==> config.mk <==
export PLATFORM = sky130hd
export DESIGN_NAME = sc_reglanebank
export DESIGN_NICKNAME = d
export VERILOG_FILES = /design/src/rtl/sc_reglanebank_pkg.sv /design/src/rtl/sc_reglanebank_tick.sv /design/src/rtl/sc_reglanebank.sv
export SDC_FILE = /design/constraint.sdc
export NUM_CORES = 1
export LEC_CHECK = 0
export BUFFER_PORTS_ARGS = -buffer_cell sky130_fd_sc_hd__buf_4
export CORE_MARGIN = 10
export CORE_UTILIZATION = 57
export DETAILED_ROUTE_END_ITERATION = 12
export PLACE_DENSITY_LB_ADDON = 0.3
export SLEW_MARGIN = 10
export SYNTH_ARGS = -nofsm -noshare
export SYNTH_HDL_FRONTEND = slang
export SYNTH_SLANG_ARGS = --single-unit
==> constraint.sdc <==
create_clock -name SC_RegLANEBANK_CLOCK_50 -period 3.35 [get_ports SC_RegLANEBANK_CLOCK_50]
set_input_delay 1.005 -clock SC_RegLANEBANK_CLOCK_50 [delete_from_list [all_inputs] [get_ports SC_RegLANEBANK_CLOCK_50]]
set_output_delay 1.005 -clock SC_RegLANEBANK_CLOCK_50 [all_outputs]
set_load 0.01 [all_outputs]
==> src/rtl/sc_reglanebank_pkg.sv <==
// Shared widths, direction codes and rotate helpers for the lane bank.
// Rotate helpers work on a wide word and mask to the lane width in use.
package sc_reglanebank_pkg;

  localparam int DEF_LANE_WIDTH   = 8;
  localparam int DEF_LANE_COUNT   = 4;
  localparam int DEF_PERIOD_WIDTH = 8;
  localparam int LANE_SEL_WIDTH   = $clog2(DEF_LANE_COUNT);

  localparam logic DIR_LEFT  = 1'b1;
  localparam logic DIR_RIGHT = 1'b0;

  localparam int ROT_MAX_WIDTH = 64;
  typedef logic [ROT_MAX_WIDTH-1:0] rot_word_t;

  function automatic rot_word_t rot_mask(input int w);
    return {ROT_MAX_WIDTH{1'b1}} >> (ROT_MAX_WIDTH - w);
  endfunction

  // MSB wraps into bit 0
  function automatic rot_word_t rot_left(
    input rot_word_t r,
    input int        w
  );
    return ((r << 1) | (r >> (w - 1))) & rot_mask(w);
  endfunction

  // bit 0 wraps into the MSB
  function automatic rot_word_t rot_right(
    input rot_word_t r,
    input int        w
  );
    return ((r >> 1) | (r << (w - 1))) & rot_mask(w);
  endfunction

endpackage

==> src/rtl/sc_reglanebank_tick.sv <==
// Per-lane prescaler: counts enabled cycles and flags a tick when the
// count reaches period-1; a lowered period wraps on the next cycle.
module sc_lane_tick
  import sc_reglanebank_pkg::*;
#(
  parameter int PERIOD_WIDTH = DEF_PERIOD_WIDTH
) (
  input  logic                    clk_i,
  input  logic                    rst_i,
  input  logic                    clear_i,
  input  logic                    restart_i,
  input  logic                    enable_i,
  input  logic [PERIOD_WIDTH-1:0] period_i,
  output logic                    tick_o
);

  logic [PERIOD_WIDTH-1:0] cnt_q;
  logic [PERIOD_WIDTH-1:0] cnt_d;
  logic                    active;

  assign active = enable_i && (period_i != '0);
  assign tick_o = active &&
    (cnt_q >= period_i - PERIOD_WIDTH'(1));

  // next count: clear/restart win, zero period parks at 0
  always_comb begin
    cnt_d = cnt_q;
    if (clear_i || restart_i) begin
      cnt_d = '0;
    end else if (enable_i) begin
      if (!active || tick_o) begin
        cnt_d = '0;
      end else begin
        cnt_d = cnt_q + PERIOD_WIDTH'(1);
      end
    end
  end

  // counter register
  always_ff @(posedge clk_i or posedge rst_i) begin
    if (rst_i) begin
      cnt_q <= '0;
    end else begin
      cnt_q <= cnt_d;
    end
  end

endmodule

==> src/rtl/sc_reglanebank.sv <==
// Multi-lane auto-rotating row bank for the obstacle field.
// Optional column probe enabled with SC_REGLANEBANK_PROBE_EN.
module sc_reglanebank
  import sc_reglanebank_pkg::*;
#(
  parameter int LANE_WIDTH   = DEF_LANE_WIDTH,
  parameter int LANE_COUNT   = DEF_LANE_COUNT,
  parameter int PERIOD_WIDTH = DEF_PERIOD_WIDTH,
  parameter logic [LANE_WIDTH-1:0] DATA_FIXED_INITLANE = '0,
  localparam int SEL_W =
    (LANE_COUNT > 1) ? $clog2(LANE_COUNT) : 1,
  localparam int COL_W =
    (LANE_WIDTH > 1) ? $clog2(LANE_WIDTH) : 1
) (
  input  logic                  SC_RegLANEBANK_CLOCK_50,
  input  logic                  SC_RegLANEBANK_RESET_InHigh,
  input  logic                  SC_RegLANEBANK_clear_InLow,
  input  logic                  SC_RegLANEBANK_load_InLow,
  input  logic [SEL_W-1:0]      SC_RegLANEBANK_loadSel_In,
  input  logic [LANE_WIDTH-1:0] SC_RegLANEBANK_data_InBUS,
  input  logic                  SC_RegLANEBANK_enable_In,
  input  logic [LANE_COUNT-1:0] SC_RegLANEBANK_dir_InBUS,
  input  logic [LANE_COUNT*PERIOD_WIDTH-1:0]
                                SC_RegLANEBANK_period_InBUS,
  output logic [LANE_COUNT*LANE_WIDTH-1:0]
                                SC_RegLANEBANK_data_OutBUS,
  output logic [LANE_COUNT-1:0] SC_RegLANEBANK_step_OutBUS
`ifdef SC_REGLANEBANK_PROBE_EN
  ,
  input  logic [COL_W-1:0]      SC_RegLANEBANK_probeCol_In,
  output logic [LANE_COUNT-1:0] SC_RegLANEBANK_probe_OutBUS
`endif
);

  logic                  clk;
  logic                  rst;
  logic                  clear;
  logic [LANE_WIDTH-1:0] row_q [LANE_COUNT];
  logic [LANE_WIDTH-1:0] row_d [LANE_COUNT];
  logic [LANE_COUNT-1:0] step_q;
  logic [LANE_COUNT-1:0] step_d;
  logic [LANE_COUNT-1:0] tick;
  logic [LANE_COUNT-1:0] load_hit;

  assign clk   = SC_RegLANEBANK_CLOCK_50;
  assign rst   = SC_RegLANEBANK_RESET_InHigh;
  assign clear = ~SC_RegLANEBANK_clear_InLow;

  // one-hot load decode; out-of-range selects hit nothing
  always_comb begin
    load_hit = '0;
    for (int i = 0; i < LANE_COUNT; i++) begin
      load_hit[i] = ~SC_RegLANEBANK_load_InLow &&
        (int'(SC_RegLANEBANK_loadSel_In) == i);
    end
  end

  for (genvar g = 0; g < LANE_COUNT; g++) begin : g_lane
    sc_lane_tick #(
      .PERIOD_WIDTH(PERIOD_WIDTH)
    ) u_tick (
      .clk_i    (clk),
      .rst_i    (rst),
      .clear_i  (clear),
      .restart_i(load_hit[g]),
      .enable_i (SC_RegLANEBANK_enable_In),
      .period_i (SC_RegLANEBANK_period_InBUS[
                   g*PERIOD_WIDTH +: PERIOD_WIDTH]),
      .tick_o   (tick[g])
    );

    assign SC_RegLANEBANK_data_OutBUS[
      g*LANE_WIDTH +: LANE_WIDTH] = row_q[g];
  end

  // per-lane priority: clear > load > rotate > hold
  always_comb begin
    step_d = '0;
    for (int i = 0; i < LANE_COUNT; i++) begin
      row_d[i] = row_q[i];
      if (clear) begin
        row_d[i] = DATA_FIXED_INITLANE;
      end else if (load_hit[i]) begin
        row_d[i] = SC_RegLANEBANK_data_InBUS;
      end else if (tick[i]) begin
        step_d[i] = 1'b1;
        unique case (SC_RegLANEBANK_dir_InBUS[i])
          DIR_LEFT:  row_d[i] = LANE_WIDTH'(rot_left(
                       rot_word_t'(row_q[i]), LANE_WIDTH));
          DIR_RIGHT: row_d[i] = LANE_WIDTH'(rot_right(
                       rot_word_t'(row_q[i]), LANE_WIDTH));
        endcase
      end
    end
  end

  // row and step registers
  always_ff @(posedge clk or posedge rst) begin
    if (rst) begin
      for (int i = 0; i < LANE_COUNT; i++) begin
        row_q[i] <= '0;
      end
      step_q <= '0;
    end else begin
      for (int i = 0; i < LANE_COUNT; i++) begin
        row_q[i] <= row_d[i];
      end
      step_q <= step_d;
    end
  end

  assign SC_RegLANEBANK_step_OutBUS = step_q;

`ifdef SC_REGLANEBANK_PROBE_EN
  // column probe for collision checks
  always_comb begin
    SC_RegLANEBANK_probe_OutBUS = '0;
    for (int i = 0; i < LANE_COUNT; i++) begin
      if (int'(SC_RegLANEBANK_probeCol_In) < LANE_WIDTH) begin
        SC_RegLANEBANK_probe_OutBUS[i] =
          row_q[i][SC_RegLANEBANK_probeCol_In];
      end
    end
  end
`endif

endmodule

==> summary.md <==
| Metric | Value |
|---|---|
| Fmax | between 300 and 400 MHz |
| Vias in the first global route | about 4600 |
| Relative slew slack | 49.9% |
| Leakage | between 0.003 and 0.004 µW |
| Synth Cell Area | 5090 µm² |
| Detailed Routing Iterations Pass 1 | 5 |
| Final Wtd Congestion | roughly 0.9 |
| Clk slew on worst S/H paths | about 0.080 ns |
| CP Capture Type | flip-flop |
| Worst Reg2Reg Path Length in Cells | 8 |
| Netlist cell types | 54 |
| Routed WL | about 13000 µm |
| Die width | 115 µm |
| Synthesis-stage register bit count | 68 |
| Critical Path Start Type | primary input |
| Syn avg cell area | 9.13 µm² |
| RSZ-0062 raised after global routing | false |
| Number of remaining DRC errors | 0 |
| Initial core utilization | roughly 58% |
| Ys Warns | 0 |
| Cell taking the most area after synthesis | dfrtp_1 |
| PortBufs | 86 |
| Pin count of the biggest net entering global routing | 54 |
| Data required, critical path | 3.64 ns |
| Max_cap viols | 0 |
| Slew Limit Fails | 0 |
| Worst R2R Start | g_lane[3].u_tick.cnt_q[0] |
| HPWL reported at the end of detailed placement | 10100 µm |
| Finished Cell Area | around 6400 µm² |
| Post-synth EDFFs | 0 |
| Post CTS Setup Buffer Count | 0 |
| Initial antenna violation count | 0 |
| CTS Buf Count | 9 |
| Cells after Synth | 558 |
| Pwr Density | between 300 and 400 nW/µm² |
| Final setup margin | 0.138 ns |
| HP Start | g_lane[0].u_tick.cnt_q[3] |
| Fill count | 620 |
| CTS Hold Bufs | 0 |
| First-pass GRT wire length | about 22000 µm |
| Worst slew pin tran | roughly 0.75 ns |
| Setup Crit Path Kind | primary input to flip-flop |
| Async SR Flop Fraction | 100% |
| Placed Area | between 6000 and 7000 µm² |
| Worst-path fanout max | 8 |
| DIE HEIGHT | approximately 110 µm |
| Initial DRC count | 271 |
| Diode count | 0 |
| Max IR drop VDD | ~0.00022 V |
| Final setup fails | 0 |
| CTS tree | done |
| Total Power | a little over 2000 µW |
| Synth top area share | between 30 and 40% |
| # IOs | 87 |
| Final hold viol count | 0 |
| Hold Path Stages | 1 |
| Die area | ~13000 µm² |
| Min-Delay Path Class | flip-flop to flip-flop |
| Pre-CTS WS | -0.301 ns |
| Max H-tree Level | 3 |
| Clock Latency Late Sink | approximately 0.35 ns |
| Setup slack, reg-to-reg | around 1.0 ns |
| Highest-count cells in the layout ignoring fill and taps | 117 x buf_4, 89 x nand2_1, 68 x dfrtp_1, 51 x mux2i_1, 44 x ha_1 |
| Row Count | 34 |
| Post-synth top flop | dfrtp_1 |
| Layout cell share with drive strength beyond 1 | about a quarter |
| Core Area | between 8000 and 9000 µm² |
| Post-Place Cells | 762 |
| Antenna viol nets, final | 0 |
| Overflow after GRT | 0 |
| Clock Sinks | a little under 70 |
| Outcome | complete, no violations |
| Final std cells w/o fill | around 780 |
| Register area share after synthesis | roughly 33% |
| Worst setup path startpoint | SC_RegLANEBANK_period_InBUS[27] |
| Root buffer cell | clkbuf_8 |
| Crit path DAT | around 3.5 ns |
| Area growth syn-to-layout | 24.7% |
| Final #Nets | 760 |
| Fin crit share | approximately 96% |
| Final setup skew | ~0.011 ns |
| GRT Overall Usage | about a fifth |
| Vias/cell | ~6.0 |
| Commonest non-fill, non-tap cell in the layout | buf_4 |
| Vias | between 4000 and 5000 |
| Post-layout minimum cycle time | 3.21 ns |
| Post-synth net total | between 600 and 700 |
| Synth area leaders | dfrtp_1 33%, ha_1 11%, mux2i_1 10% |
| Wirelength per Cell | 17.0 µm |
| Max Root-Sink Buffers | 2 |
==> stage by stage <==
step / setup TNS, ns / util, % / hold slack, ns
floorplan: 0 / - / 0.480
global placement: -4.55 / 70.1 / 0.514
detailed placement: -7.89 / 70.1 / 0.530
CTS: 0 / 72.6 / 0.539
global route: 0 / 72.9 / 0.571
finish: 0 / 72.9 / 0.541
==> power breakdown <==
group / internal, µW / switching [µW] / total, µW
sequential: 847 / 35.1 / 882
clock: 439 / 322 / 761
combinational: 193 / 214 / 408
==> registers in the layout, summed over array words and instances, names as in the netlist <==
name / count
SC_RegLANEBANK_step_OutBUS: 4
SC_RegLANEBANK_data_OutBUS: 32
g_lane.u_tick.cnt_q: 32
==> worst max-delay path: stages <==
cell	delay, ns
buf_4	0.12
or4_4	0.53
nor4_2	0.20
xnor2_1	0.17
ha_1	0.27
buf_4	0.14
a21oi_1	0.13
o21a_1	0.17
o31ai_4	0.13
o311ai_0	0.45
o21a_1	0.19
==> cells by family (layout without fill, tap and decap cells) <==
| family | Yosys count | in the layout | share of synthesized area, % |
|---|---|---|---|
| fa+ha+maj | 44 | 44 | 10.8 |
| xor+xnor | 28 | 28 | 4.81 |
| compound gates | 116 | 116 | 16.6 |
| mux | 59 | 59 | 11.8 |
| simple gates | 198 | 198 | 19.2 |
| buf+inv | 45 | 157 | 3.41 |
| flops | 68 | 68 | 33.4 |
==> per-layer routing <==
metal  track usage [%]  wire length [µm]  up-vias
met1              26.0              5650     2231
met5                 0                 0        -
met2              32.2              6350      153
met4              5.93               226        0
li1                  -                 -     2250
met3              5.14               996       28
==> path summary, 6_finish.rpt <==
check	endpoint
setup / recovery	g_lane[3].u_tick.cnt_q[2]
hold / removal	g_lane[0].u_tick.cnt_q[3]
setup reg to reg	g_lane[3].u_tick.cnt_q[2]
hold reg to reg	g_lane[0].u_tick.cnt_q[3]
max in group asynchronous	SC_RegLANEBANK_data_OutBUS[4]
min in group asynchronous	g_lane[1].u_tick.cnt_q[6]
==> synthesized netlist by cell type, types with 2 or more instances <==
cell type	instances
a211oi_1	3
a21oi_1	19
a22o_1	4
a31oi_1	8
and2_1	2
and3_1	5
buf_1	2
buf_2	4
clkbuf_1	18
dfrtp_1	68
ha_1	44
inv_1	21
mux2_2	8
mux2i_1	51
nand2_1	89
nand2b_1	7
nand3_1	16
nand3b_1	3
nand4_1	2
nand4b_1	2
nor2_1	26
nor2b_1	7
nor3_1	14
nor3b_1	4
nor4_1	4
nor4b_1	3
o211ai_1	26
o21a_1	14
o21ai_0	15
o221a_2	8
o311ai_0	4
o31a_1	2
o31ai_1	4
or3_1	2
or3b_2	2
or4_1	3
xnor2_1	23
xor2_1	5
==> final cells by class <==
class                   instances  area [µm²]  share of cell area (%)
repair buffers                120         938                    14.8
clock inverters                 4        72.6                    1.14
flip-flops and latches         68        1700                    26.8
inverters                      21        78.8                    1.24
clock buffers                  12         145                    2.28
well taps                     108         135                    2.13
multi-input cells             445        3280                    51.7
==> timing repair <==
item,in CTS,in global routing
endpoints found under the hold margin,0,0
gates resized for setup,0,4
setup endpoints to repair,0,26
Power figures use the tool's default switching activity.
